==> src/rtl/pc_fetch_unit.sv <==
// PC/fetch sequencer feeding the decoder; optional cycle counter under PC_FETCH_CYCLE_COUNT_EN.
// Latency: next PC appears on instr_addr one cycle after the controlling decoder/start inputs.
// Backpressure: none; the decoder is assumed to consume one instruction per cycle while in RUN.
module pc_fetch_unit #(
    parameter int PC_W  = 10,
    parameter int OFF_W = 8
) (
    input  logic             CLK,
    input  logic             reset_n,
    input  logic             start,
    input  logic [PC_W-1:0]  start_addr,
    input  logic             rel_jump,
    input  logic             abs_jump,
    input  logic [OFF_W-1:0] jump_operand,
    input  logic             done_i,
    input  logic             soft_reset,
    output logic [PC_W-1:0]  instr_addr,
    output logic             instr_valid,
    output logic             done,
`ifdef PC_FETCH_CYCLE_COUNT_EN
    output logic [31:0]      cycle_count,
`endif
    output logic [PC_W-1:0]  pc
);

    typedef enum logic [1:0] {
        S_IDLE   = 2'd0,
        S_RUN    = 2'd1,
        S_HALTED = 2'd2
    } state_t;

    state_t          state_q;
    state_t          state_d;
    logic [PC_W-1:0] pc_d;
    logic [PC_W-1:0] rel_off;
    logic [PC_W-1:0] abs_tgt;
    logic            start_accept;

    // Offsets narrower than the PC are sign-extended (relative) or zero-extended
    // (absolute); wider ones are simply truncated to the PC width.
    generate
        if (OFF_W < PC_W) begin : g_ext
            assign rel_off = {{(PC_W-OFF_W){jump_operand[OFF_W-1]}}, jump_operand};
            assign abs_tgt = {{(PC_W-OFF_W){1'b0}}, jump_operand};
        end else begin : g_trunc
            assign rel_off = jump_operand[PC_W-1:0];
            assign abs_tgt = jump_operand[PC_W-1:0];
        end
    endgenerate

    always_comb begin
        state_d      = state_q;
        pc_d         = pc;
        start_accept = 1'b0;
        case (state_q)
            S_IDLE, S_HALTED: begin
                if (start) begin
                    start_accept = 1'b1;
                    pc_d         = start_addr;
                    state_d      = S_RUN;
                end
            end
            S_RUN: begin
                if (done_i) begin
                    state_d = S_HALTED;
                end else if (soft_reset) begin
                    pc_d = start_addr;
                end else if (rel_jump) begin
                    pc_d = pc + rel_off;
                end else if (abs_jump) begin
                    pc_d = abs_tgt;
                end else begin
                    pc_d = pc + PC_W'(1);
                end
            end
            default: begin
                state_d = S_IDLE;
            end
        endcase
    end

    always_ff @(posedge CLK) begin
        if (!reset_n) begin
            state_q <= S_IDLE;
            pc      <= '0;
        end else begin
            state_q <= state_d;
            pc      <= pc_d;
        end
    end

    assign instr_addr  = pc;
    assign instr_valid = (state_q == S_RUN);
    assign done        = (state_q == S_HALTED);

`ifdef PC_FETCH_CYCLE_COUNT_EN
    // Counts every RUN cycle, including the one in which FIN is seen.
    always_ff @(posedge CLK) begin
        if (!reset_n) begin
            cycle_count <= '0;
        end else if (start_accept) begin
            cycle_count <= '0;
        end else if ((state_q == S_RUN) && (cycle_count != 32'hFFFF_FFFF)) begin
            cycle_count <= cycle_count + 32'd1;
        end
    end
`endif

endmodule

==> config.mk <==
export PLATFORM = sky130hd
export DESIGN_NAME = pc_fetch_unit
export DESIGN_NICKNAME = d
export VERILOG_FILES = /design/src/rtl/pc_fetch_unit.sv
export SDC_FILE = /design/constraint.sdc
export NUM_CORES = 1
export LEC_CHECK = 0
export ABC_AREA = 1
export BUFFER_PORTS_ARGS = -buffer_cell sky130_fd_sc_hd__buf_2
export CAP_MARGIN = 0
export CORE_MARGIN = 2
export CORE_UTILIZATION = 35
export DETAILED_ROUTE_END_ITERATION = 10
export PLACE_DENSITY = 0.71
export SKIP_LAST_GASP = 1
export SLEW_MARGIN = 0
export SYNTH_ARGS = -nofsm -noshare
export SYNTH_HDL_FRONTEND = slang
export SYNTH_SLANG_ARGS = --single-unit
==> constraint.sdc <==
create_clock -name CLK -period 1.5 [get_ports CLK]
set_input_delay 0.225 -clock CLK [delete_from_list [all_inputs] [get_ports CLK]]
set_output_delay 0.225 -clock CLK [all_outputs]
set_load 0.1 [all_outputs]
==> results.yml <==
logic_synthesis:
  syn-num-nets: 279
  synth-simple-area-share_pct: 43.2
  yosysUniqueCellTypes: 31
  synthMuxAreaShare_pct: 0
  synth-xor-area-share_pct: 3.59
  ys_seq_elements: 12
  synthAdderAreaFrac_pct: 9.91
  yosys_warnings: 0
  ys_seq_area_share_pct: 16.4
  synth-compound-area-share_pct: 12.8
  postSynthCellCount: 243
  synth_area_um2: 1460
  synth_top_family_by_area: "simple AND/OR/NAND/NOR gates"
  syn_avg_cell_area_um2: 6.02
layout:
  nNetsFinal: 335
  drive_above_1_share_pct: 41.9
  stdcell_area_um2: 2140
  n_antenna_cell: 0
  syn_to_final_growth_pct: 46.1
  fillers: 410
timing:
  worst_pin_slew_ps: 491
  tns_ps: -22.0
  fin_ws_ps: -13.6
  min_period_over_period_pct: 101
  setup_viol: 2
  slew_violations: 0
  rsz0062_at_grt: "true"
  max-slew-margin-rel_pct: 67.5
  hold_violations: 0
  skew_ps: 6.44
  maxClockFrequency_mhz: 661
  min_period_ps: 1510
  fin_worst_hold_slack_ps: 236
power_and_ir_drop:
  netSwitchingFraction_pct: 51.1
  vdd_drop_max_mv: 0.341
  p_clk_share_pct: 18.4
  total_power_mw: 1.76
  cellPowerDensity_nw_per_um2: 822
  combPwrFrac_pct: 59.4
  internal_power_mw: 0.860
  p_leak_nw: 1.05
  power.sequential.fraction_pct: 22.2
  net-switching-power_mw: 0.899
die:
  rows: 23
  die_w_um: 68.7
  die-area_um2: 4720
  start_util_pct: 36.6
  io-pin-count: 47
  fp.dieH_um: 68.7
  coreArea_um2: 4000
setup_path:
  critical_path.startpoint: "instr_addr[0]"
  worstSetupPathType: "flip-flop to flip-flop"
  r2r-start: "instr_addr[0]"
  worstRegToRegCells: 8
  cp.required_ps: 1650
  regToRegEndpoint: "instr_addr[6]"
  path_cells: "ha_4 > fa_2 > nand4_1 > nand4_1 > nand3_1 > nand2_1 > nand3_1 > nand2_1"
  cp_data_arrival_time_ps: 1660
  crit_fanout: 3
  reg2reg_setup_slack_ps: -10
  start_kind: "flip-flop"
  critPathCaptureType: "flip-flop"
  critPathMaxStageDelay_ps: 380
  slowest_stage: "fa_2"
clocking:
  clkTransAtPathRegs_ps: 60
  clockBufferDepth: 2
  cts-htree-levels: 1
  clock_latency_ps: 250
  cts_inserted_buffers: 3
  cts_tree: "built"
  cts-root-buf: "clkbuf_8"
  cts-hold-fix-buffers: 0
  cts.sinks: 12
global_route:
  globalRoute.totalOverflow: 0
  grt_max_degree: 16
  grt_pass1_vias: 1557
  grt_usage_pct: 19.9
  grt_pass1_wl_um: 7080
  antenna_found_initial: 0
hold_path:
  hold_end: "instr_addr[1]"
  whs_path_depth: 3
  min_path_type: "primary input to flip-flop"
  hold_path.startpoint: "start_addr[1]"
routing:
  drt_iter0_drc: 94
  avgViaCountPerCell: 5.05
  vias: 1756
  routed_wl_um: 4430
  routedWlPerCell_um: 12.7
  firstDrtPassIters: 4
  drc: 0
  postRouteAntennaNets: 0
outcome:
  violations: "negative setup slack"
  status: "finished with violations"
place:
  place_area_um2: 1960
  numPortBuffers: 46
  routabilityCongestion: 0.861
  dp_hpwl_um: 3480
  place_ws_ps: -89.4
run:
  drv_cap: 0
-- cells in the final DEF (no fill, tap or decap), types with 6 or more instances in the layout --
| cell type | synthesis | layout |
|---|---|---|
| nand2_1 | 71 | 63 |
| o21ai_1 | 7 | 8 |
| nand3_1 | 26 | 19 |
| inv_1 | 22 | 22 |
| nand3_2 | 1 | 8 |
| a21oi_1 | 8 | 6 |
| dfxtp_4 | 0 | 9 |
| nor2_1 | 25 | 22 |
| buf_4 | 11 | 18 |
| ha_4 | 0 | 10 |
| nand4_1 | 7 | 7 |
| nand2_2 | 4 | 10 |
| buf_2 | 1 | 43 |
-- worst max-delay path, delay by kind of cell, from the launching register on --
| family | cells | cell delay (ps) |
|---|---|---|
| adder cells (fa/ha/maj) | 2 | 530 |
| AND/OR/NAND/NOR | 6 | 530 |
| flip-flops | 1 | 350 |
-- area by class of cell --
cell class	instances	area (µm²)	area share [%]
sequential	12	275	12.9
timing repair buffer	64	410	19.2
tap	50	62.6	2.93
inverter	28	115	5.38
clock buffer	4	45.0	2.11
multi-input combinational	190	1230	57.5
-- logic make-up (layout without fill, tap and decap cells) --
group                      after synthesis  after routing
DFF                                     12             12
buffers and inverters                   41             96
xor gates and xnor gates                 6              6
and+or+nand+nor                        142            142
adders and majority gates               11             11
AOI/OAI and AO/OA                       31             31
-- power by group through the flow --
stage | clock [mW] | combinational [mW] | sequential [mW]
4_1_cts | 0.325 | 0.985 | 0.390
2_1_floorplan | 0 | 0.568 | 0.588
3_3_place_gp | 0 | 0.963 | 0.395
5_1_grt | 0.349 | 1.13 | 0.393
6_report | 0.324 | 1.04 | 0.390
3_5_place_dp | 0 | 0.975 | 0.397
-- repair_timing --
action / 4_1_cts / 5_1_grt
endpoints found under the setup margin: 4 / 7
resized for setup: 5 / 17
pin swaps: 4 / 12
buffers inserted: 0 / 5
-- cells in the mapped netlist (all sizes together) --
cell    instances  area (µm²)
o21bai          1        7.51
buf            12        87.6
fa              1        20.0
nand3          27         140
o211ai          4        30.0
nand3b          2        15.0
clkbuf          1        3.75
inv            26         103
dfxtp          12         240
o21a            4        30.0
a21oi           8        40.0
clkinv          2        12.5
o22ai           1        12.5
nand4           7        43.8
nor2           28         123
xnor2           4        35.0
o21ai          11        55.1
nand2          75         292
xor2            2        17.5
a31oi           2        12.5
ha             10         125
or2             3        18.8
-- stage by stage --
stage | cells | utilization (%)
finish | 348 | 53.5
global route | 348 | 53.5
CTS | 343 | 50.6
detailed placement | 339 | 49.1
global placement | 339 | 49.1
floorplan | 243 | -
-- routing by layer --
layer / vias to the layer above / GRT usage (%) / share of wire, %
met1: 793 / 25.3 / 43
met3: 4 / 3.41 / 6.4
met5: - / 0 / 0
li1: 896 / - / -
met4: 0 / 3.75 / 1.1
met2: 63 / 35.3 / 49
-- worst max-delay path by stage --
stage                               end  slack [ps]  cells past startpoint
after floorplan           instr_addr[8]        -160                     10
after detailed placement  instr_addr[8]         -90                     11
after CTS                 instr_addr[8]         -40                     10
final                     instr_addr[6]         -10                      8
after global placement    instr_addr[8]         -60                     11
after global routing      instr_addr[8]        -140                     11
-- flip-flops by register name (all words and copies together), names as in the netlist --
name	cells
instr_addr	10
state_q	2
No activity file was read; power rests on OpenSTA's default activity.
